### src/rtl/id_stage_pipe.sv
// RV32/RV64 instruction-decode stage with an ID/EX register, valid/ready handshakes,
// single-bubble load-use stall and redirect flush.
module id_stage_pipe #(
  parameter int  XLEN = 64,
  localparam int SHW  = (XLEN == 64) ? 6 : 5
) (
  input  logic            Clk,
  input  logic            Rst_n,
  input  logic            InValid,
  output logic            InReady,
  input  logic [XLEN-1:0] InstAddrIn,
  input  logic [31:0]     InstIn,
  output logic [4:0]      Rs1AddrOut,
  output logic [4:0]      Rs2AddrOut,
  output logic            Rs1ReadEnable,
  output logic            Rs2ReadEnable,
  input  logic [XLEN-1:0] Rs1ReadDataIn,
  input  logic [XLEN-1:0] Rs2ReadDataIn,
  input  logic            Flush,
  output logic            OutValid,
  input  logic            OutReady,
  output logic [XLEN-1:0] InstAddrOut,
  output logic [XLEN-1:0] Rs1DataOut,
  output logic [XLEN-1:0] Rs2DataOut,
  output logic [XLEN-1:0] Imm,
  output logic [4:0]      RdAddrOut,
  output logic            RdWriteEnable,
  output logic            IsLoad,
  output logic [6:0]      OpCode,
  output logic [2:0]      Funct3,
  output logic [6:0]      Funct7,
  output logic [SHW-1:0]  Shamt,
  output logic            IllegalInst
);

  localparam logic [6:0] OpcLui     = 7'b0110111;
  localparam logic [6:0] OpcAuipc   = 7'b0010111;
  localparam logic [6:0] OpcJal     = 7'b1101111;
  localparam logic [6:0] OpcJalr    = 7'b1100111;
  localparam logic [6:0] OpcBranch  = 7'b1100011;
  localparam logic [6:0] OpcLoad    = 7'b0000011;
  localparam logic [6:0] OpcStore   = 7'b0100011;
  localparam logic [6:0] OpcOpImm   = 7'b0010011;
  localparam logic [6:0] OpcOp      = 7'b0110011;
  localparam logic [6:0] OpcFence   = 7'b0001111;
  localparam logic [6:0] OpcSystem  = 7'b1110011;
  localparam logic [6:0] OpcOpImm32 = 7'b0011011;
  localparam logic [6:0] OpcOp32    = 7'b0111011;
  localparam bit         Rv64       = (XLEN == 64);

  logic [6:0] opcode;
  logic [2:0] funct3;
  logic isLui, isAuipc, isJal, isJalr, isBranch, isLoad, isStore;
  logic isOpImm, isOp, isFence, isSystem, isOpImm32, isOp32;
  logic isShift, legal, rdWe;

  assign opcode    = InstIn[6:0];
  assign funct3    = InstIn[14:12];
  assign isLui     = (opcode == OpcLui);
  assign isAuipc   = (opcode == OpcAuipc);
  assign isJal     = (opcode == OpcJal);
  assign isJalr    = (opcode == OpcJalr);
  assign isBranch  = (opcode == OpcBranch);
  assign isLoad    = (opcode == OpcLoad);
  assign isStore   = (opcode == OpcStore);
  assign isOpImm   = (opcode == OpcOpImm);
  assign isOp      = (opcode == OpcOp);
  assign isFence   = (opcode == OpcFence);
  assign isSystem  = (opcode == OpcSystem);
  // The word-sized opcodes only exist on RV64; on RV32 they decode as illegal.
  assign isOpImm32 = Rv64 && (opcode == OpcOpImm32);
  assign isOp32    = Rv64 && (opcode == OpcOp32);
  assign isShift   = (funct3 == 3'b001) || (funct3 == 3'b101);

  assign rdWe  = isLui | isAuipc | isJal | isJalr | isLoad | isOpImm | isOp |
                 isFence | isSystem | isOpImm32 | isOp32;
  assign legal = rdWe | isBranch | isStore;

  assign Rs1ReadEnable = isJalr | isBranch | isLoad | isStore | isOpImm | isOp |
                         isFence | isSystem | isOpImm32 | isOp32;
  assign Rs2ReadEnable = isBranch | isStore | isOp | isOp32;
  assign Rs1AddrOut    = Rs1ReadEnable ? InstIn[19:15] : 5'd0;
  assign Rs2AddrOut    = Rs2ReadEnable ? InstIn[24:20] : 5'd0;

  logic [31:0] imm32I, imm32S, imm32B, imm32J, imm32U, imm32Sel;
  logic [XLEN-1:0] immDec;
  logic [SHW-1:0]  shamtDec;

  assign imm32I = {{20{InstIn[31]}}, InstIn[31:20]};
  assign imm32S = {{20{InstIn[31]}}, InstIn[31:25], InstIn[11:7]};
  assign imm32B = {{19{InstIn[31]}}, InstIn[31], InstIn[7], InstIn[30:25], InstIn[11:8], 1'b0};
  assign imm32J = {{11{InstIn[31]}}, InstIn[31], InstIn[19:12], InstIn[20], InstIn[30:21], 1'b0};
  assign imm32U = {InstIn[31:12], 12'b0};

  always_comb begin
    imm32Sel = '0;
    if (isJalr || isLoad || isOpImm || isFence || isSystem || isOpImm32) imm32Sel = imm32I;
    else if (isStore)                                                     imm32Sel = imm32S;
    else if (isBranch)                                                    imm32Sel = imm32B;
    else if (isJal)                                                       imm32Sel = imm32J;
    else if (isLui || isAuipc)                                            imm32Sel = imm32U;
  end

  // Every immediate is already sign-extended to 32 bits; widen once to XLEN.
  assign immDec = XLEN'($signed(imm32Sel));

  always_comb begin
    shamtDec = '0;
    if (isOpImm && isShift)        shamtDec = InstIn[20 +: SHW];
    else if (isOpImm32 && isShift) shamtDec = SHW'(InstIn[24:20]);
  end

  logic slotFree, hazard;

  assign slotFree = !OutValid || OutReady;
  assign hazard   = OutValid && IsLoad && (RdAddrOut != 5'd0) &&
                    ((Rs1ReadEnable && (Rs1AddrOut == RdAddrOut)) ||
                     (Rs2ReadEnable && (Rs2AddrOut == RdAddrOut)));
  assign InReady  = slotFree && !hazard && !Flush;

  always_ff @(posedge Clk or negedge Rst_n) begin
    if (!Rst_n) begin
      OutValid      <= 1'b0;
      InstAddrOut   <= '0;
      Rs1DataOut    <= '0;
      Rs2DataOut    <= '0;
      Imm           <= '0;
      RdAddrOut     <= '0;
      RdWriteEnable <= 1'b0;
      IsLoad        <= 1'b0;
      OpCode        <= '0;
      Funct3        <= '0;
      Funct7        <= '0;
      Shamt         <= '0;
      IllegalInst   <= 1'b0;
    end else if (Flush) begin
      OutValid <= 1'b0;
    end else if (slotFree && hazard) begin
      // Bubble: the load drains, the dependent instruction waits at the input.
      OutValid <= 1'b0;
    end else if (slotFree && InValid) begin
      OutValid      <= 1'b1;
      InstAddrOut   <= InstAddrIn;
      Rs1DataOut    <= Rs1ReadDataIn;
      Rs2DataOut    <= Rs2ReadDataIn;
      Imm           <= immDec;
      RdAddrOut     <= rdWe ? InstIn[11:7] : 5'd0;
      RdWriteEnable <= rdWe;
      IsLoad        <= isLoad;
      OpCode        <= opcode;
      Funct3        <= funct3;
      Funct7        <= InstIn[31:25];
      Shamt         <= shamtDec;
      IllegalInst   <= !legal;
    end else if (slotFree) begin
      OutValid <= 1'b0;
    end
  end

endmodule
### config.mk
export PLATFORM = sky130hd
export DESIGN_NAME = id_stage_pipe
export DESIGN_NICKNAME = d
export VERILOG_FILES = /design/src/rtl/id_stage_pipe.sv
export SDC_FILE = /design/constraint.sdc
export NUM_CORES = 1
export LEC_CHECK = 0
export ABC_AREA = 0
export BUFFER_PORTS_ARGS = -buffer_cell sky130_fd_sc_hd__buf_4
export CAP_MARGIN = 20
export CORE_AREA = 5 5 200 202
export CTS_CLUSTER_DIAMETER = 60
export DETAILED_ROUTE_END_ITERATION = 8
export DIE_AREA = 0 0 205 207
export GPL_ROUTABILITY_DRIVEN = 0
export SLEW_MARGIN = 10
export SYNTH_ARGS = -nofsm -noshare
export SYNTH_HDL_FRONTEND = slang
export SYNTH_SLANG_ARGS = --single-unit
### constraint.sdc
create_clock -name Clk -period 4.75 [get_ports Clk]
set_clock_uncertainty 0.1 [all_clocks]
set_input_delay 0.95 -clock Clk [delete_from_list [all_inputs] [get_ports Clk]]
set_output_delay 0.95 -clock Clk [all_outputs]
set_load 0.1 [all_outputs]
Yosys cells after proc, flatten, opt, wreduce, memory -nomap -nowiden. Index checks and enable logic that the tools add are counted.

Flip-flop bits (word level): 256. Input bits: 229. Output and inout bits: 301. Word-level logic and storage cells: 97.

Equal/unequal tests: 17. Muxes and demuxes: 14. Bitwise logic cells: 26. Reduce and logical (&&, ||, !) cells: 27.

Operators with widths (count): $mux 32 (5); $eq 7x6->1 const B (4); $eq 7x7->1 const B (4); $or 1x1->1 (24); $eq 7x5->1 const B (3); $mux 5 (4); $logic_and 1x1->1 (11); $eq 5x5->1 (2); $logic_or 1x1->1 (9); $eq 7x2->1 const B (1); $eq 7x4->1 const B (1); $mux 6 (1); $reduce_bool 5->1 (1); $logic_not 1->1 (4); $mux 1 (4); $reduce_bool 4->1 (1); $eq 3x1->1 const B (1); $eq 3x3->1 const B (1); $reduce_and 3->1 (1); $not 1->1 (2).

Longest topological paths before layout.
Word-level depth: 18. Depth in mapped cells: 9. Mapped depth without buffers: 6.

Worst setup path before layout. Ideal clock, no wire load.

Path kind: input to output. From: in InstIn[1]. To: out InReady. Arrival: 4.111 ns. Required time: 3.700 ns. Path slack: -0.411 ns. Stages on the path: 5. Buffers on the path: 0. Cell sequence: and4b_1 -> a32o_1 -> nand4_1 -> a21oi_1 -> nor3_1.

Elaborated cells between the ends (all ways): 33. Classes of those cells: eq/ne (12); mux (2); bitwise (12); reduce/logical (7).

RTL lines: from (decl) (RTL line 12) `input logic [31:0] InstIn,`; $eq 7x7->1 or $eq 7x6->1 (tied branches) (RTL line 63, 65); $or 1x1->1 (2 in series) (RTL line 81) `assign Rs2ReadEnable = isBranch | isStore | isOp | isOp32;`; $or 1x1->1 (*) (RTL line 81); named net Rs2ReadEnable (RTL line 16) `output logic Rs2ReadEnable,`; $mux 5 (RTL line 83) `assign Rs2AddrOut = Rs2ReadEnable ? InstIn[24:20] : 5'd0;`; $eq 5x5->1 (RTL line 118) `(Rs2ReadEnable && (Rs2AddrOut == RdAddrOut)));`; $logic_and 1x1->1 (*) (RTL line 118); $logic_or 1x1->1 (*) (RTL line 117) `((Rs1ReadEnable && (Rs1AddrOut == RdAddrOut)) ||`; $logic_and 1x1->1 (*) (RTL line 116) `assign hazard = OutValid && IsLoad && (RdAddrOut != 5'd0) &&`; $logic_not 1->1 (*) (RTL line 119) `assign InReady = slotFree && !hazard && !Flush;`; $logic_and 1x1->1 (*) (2 in series) (RTL line 119); to (decl) (RTL line 10) `output logic InReady,`.

Mark *: on every way through the listed nets, which the timed path passes. The rest lies on a longest branch.

Worst setup path after layout.
From: in InstIn[5]. To: out InReady.

Word-level cells in the longest chain between the ends: 18. Elaborated cells between the ends (all ways): 33. Classes of those cells: eq/ne (12); mux (2); bitwise (12); reduce/logical (7).

Ends and longest elaborated chain: $eq 7x7->1, on equally long branches (RTL line 62, 63); $or 1x1->1 (6 in series) (RTL line 79) `assign Rs1ReadEnable = isJalr | isBranch | isLoad | isStore | isOpImm | isOp |`; $or 1x1->1 (3 in series) (RTL line 80) `isFence | isSystem | isOpImm32 | isOp32;`; $mux 5 (RTL line 82) `assign Rs1AddrOut = Rs1ReadEnable ? InstIn[19:15] : 5'd0;`; $eq 5x5->1 (RTL line 117); $logic_and 1x1->1 (RTL line 117); $logic_or 1x1->1 (*) (RTL line 117); $logic_and 1x1->1 (*) (RTL line 116); $logic_not 1->1 (*) (RTL line 119); $logic_and 1x1->1 (*) (2 in series) (RTL line 119).

Every way passes the cells marked *; elsewhere a longest branch is shown, timed or not.

==> out/qor.yml <==
status: "completed"
maxCapViolCount: 0
cts_resized: 0
grt_max_degree: 99
synth_compound_area_share_pct: 2.96
port_buffers: 529
worst_pin_slew_ps: 939
rsz0062_at_grt: "no"
cp-end-kind: "output port"
cts_inserted_buffers: 31
io_pins: 530
relSlewSlack_pct: 37.1
postPlaceCellArea_mm2: 0.0151
die_y_um: 207
p_total_w: 0.00888
dp_hpwl_mm: 26.5
cts_tree: "yes"
cp.required_ps: 3700
coreArea_mm2: 0.0381
cts_setup_buffers: 0
n_antenna_cell: 0
synth_top_family_by_area: "multiplexers"
synth_edf_count: 0
clock_latency_ps: 570
setup_tns_ps: 0
cts.path.max_buffers: 3
worstPathMaxFanout: 14
ys_ff_latch: 256
fmax_mhz: 279
initial_core_util_pct: 28.2
num_rows: 72
drcViolationCount: 0
syn_to_final_growth_pct: 49.2
syn_inst: 765
worst_slack_ps: 1160
worstSetupPathType: "input pin to output port"
p_per_area_mw_per_mm2: 553
synth_xor_area_share_pct: 0.814
vdd_drop_max_mv: 0.343
grt_pass1_wl_mm: 52.2
ys_seq_area_share_pct: 59.6
via_count: 7850
cts-root-buf: "clkbuf_16"
setup_viol: 0
die_w_um: 205
cts-htree-levels: 1
gr-usage-all-layers_pct: 15.5
synthAdderAreaFrac_pct: 0
p_leak_nw: 7.65
drtAntennaViolNets: 0
finalCritPeriodShare_pct: 75.6
dieArea_mm2: 0.0424
wirelength_mm: 34.3
place_ws_ps: 1010
avgSynthCellArea_um2: 14.1
routedWlPerCell_um: 18.9
synth_flop_cell: "dfrtp_1"
place_inst: 1762
nets: 1507
async_reset_ff_share_pct: 100
hold_buffers: 0
synth.area.mux_share_pct: 26.3
drt_iter0_markers: 260
netlist_area_mm2: 0.0108
stdcell_area_mm2: 0.0160
slew_violations: 0
finalCriticalPeriod_ps: 3590
grt-ovfl-total: 0
dr.pass1.iters: 4
startpoint_type: "input pin"
instances_no_fill: 1817
synth_cell_types: 42
cp.arrival_ps: 2540
clock-sinks: 256
synthSimpleGateAreaFrac_pct: 3.92
drt-vias-per-instance: 4.32
min_path_type: "input pin to async pin"
syn_nets: 994
grt_antenna_before_repair: 0
cts.reportedPaths.clkPinSlew_ps: 60
ys_warn_count: 0
grt_pass1_vias: 8649
drive_above_1_share_pct: 55.2
hold_viol_final: 0
[layout by cell type, fill, tap and decap left out, types with 3 or more instances in the layout]
cell,count
nand2_1,36
o21ai_0,4
clkbuf_16,31
mux2_2,118
xor2_1,6
nor3_1,4
and2_1,13
clkbuf_8,6
nor2_1,8
nand4_1,3
buf_12,5
nand2b_1,3
a21oi_1,24
clkbuf_1,8
mux2i_1,37
nand3b_1,3
o31ai_1,3
xnor2_1,4
a21boi_0,5
buf_4,541
dfrtp_1,256
inv_1,42
mux2_1,100
[cells by family (layout without fill, tap and decap cells)]
kind of cell | Yosys count | after routing
flip-flops | 256 | 256
XOR/XNOR | 10 | 10
buffers and inverters | 110 | 644
AND/OR/NAND/NOR | 83 | 83
multiplexers | 255 | 255
AO/OA/AOI/OAI | 51 | 51
[final cells by class]
cell class                      instances  area [um^2]
Clock inverter                          9         85.1
Tap cell                              518          648
Timing Repair Buffer                  548         4180
Sequential cell                       256         6410
Clock buffer                           45          888
Multi-Input combinational cell        399         3670
Fill cell                            3615        22100
Inverter                               42          158
[registers in the layout (all words and copies together) (netlist names)]
| name | count |
|---|---|
| RdWriteEnable | 1 |
| RdAddrOut | 5 |
| Imm | 32 |
| Rs1DataOut | 64 |
| OpCode | 7 |
| Funct7 | 7 |
| OutValid | 1 |
| Shamt | 6 |
| Funct3 | 3 |
| InstAddrOut | 64 |
| IllegalInst | 1 |
| IsLoad | 1 |
| Rs2DataOut | 64 |
[critical path, cell delays in order]
cell     delay (ps)
buf_4           170
inv_1           100
o22ai_1         180
a32o_2          310
nand4_1         200
a21oi_1         310
nor3_2           70
buf_4           240
[per-layer routing]
metal / track usage [%] / wire, um / vias up
li1: - / - / 3628
met1: 18.0 / 13100 / 3881
met2: 27.7 / 17600 / 302
met3: 4.86 / 2920 / 39
met4: 4.00 / 697 / 0
met5: 0 / 0 / -
[path summary, 6_finish.rpt]
check | start | endpoint | slack, ps | cells after the start
min reg2reg | Funct3[1]$_DFFE_PN0P_ | Funct3[1]$_DFFE_PN0P_ | 380 | 1
max in group asynchronous | Rst_n | Rs1DataOut[55]$_DFFE_PN0P_ | 3260 | 2
max | InstIn[5] | InReady | 1160 | 8
max reg2reg | RdAddrOut[1]$_DFFE_PN0P_ | Funct3[2]$_DFFE_PN0P_ | 1640 | 7
min in group Clk | Funct3[1]$_DFFE_PN0P_ | Funct3[1]$_DFFE_PN0P_ | 380 | 1
min | Rst_n | Rs2DataOut[49]$_DFFE_PN0P_ | 340 | 1
[report_power, final]
| group | internal (W) | total, W | switching, W |
|---|---|---|---|
| Clock | 0.00130 | 0.00225 | 0.000951 |
| Combinational | 0.000829 | 0.00393 | 0.00310 |
| Sequential | 0.00251 | 0.00270 | 0.000185 |
[through the flow]
step / hold slack (ps) / util, %
global placement: 368 / 39.5
global route: 378 / 42.1
CTS: 344 / 42.1
finish: 340 / 42.1
floorplan: 554 / -
detailed placement: 376 / 39.5
[cells in the mapped netlist (3+ instances only)]
library cell | instances | share of area [%]
o31ai_1 | 3 | 0.21
buf_2 | 10 | 0.47
a21boi_0 | 5 | 0.35
nand3b_1 | 3 | 0.21
and2_1 | 13 | 0.76
mux2_2 | 118 | 12
nand4_1 | 3 | 0.17
nor3_1 | 5 | 0.23
nor2_1 | 8 | 0.28
buf_4 | 38 | 2.7
xor2_1 | 6 | 0.49
a21oi_1 | 24 | 1.1
mux2i_1 | 37 | 3.4
dfrtp_1 | 256 | 60
xnor2_1 | 4 | 0.33
buf_8 | 10 | 1.4
clkbuf_1 | 8 | 0.28
nand2_1 | 36 | 1.3
mux2_1 | 100 | 10
nand2b_1 | 3 | 0.17
inv_1 | 42 | 1.5
o21ai_0 | 4 | 0.19
Power figures use the tool's default switching activity.
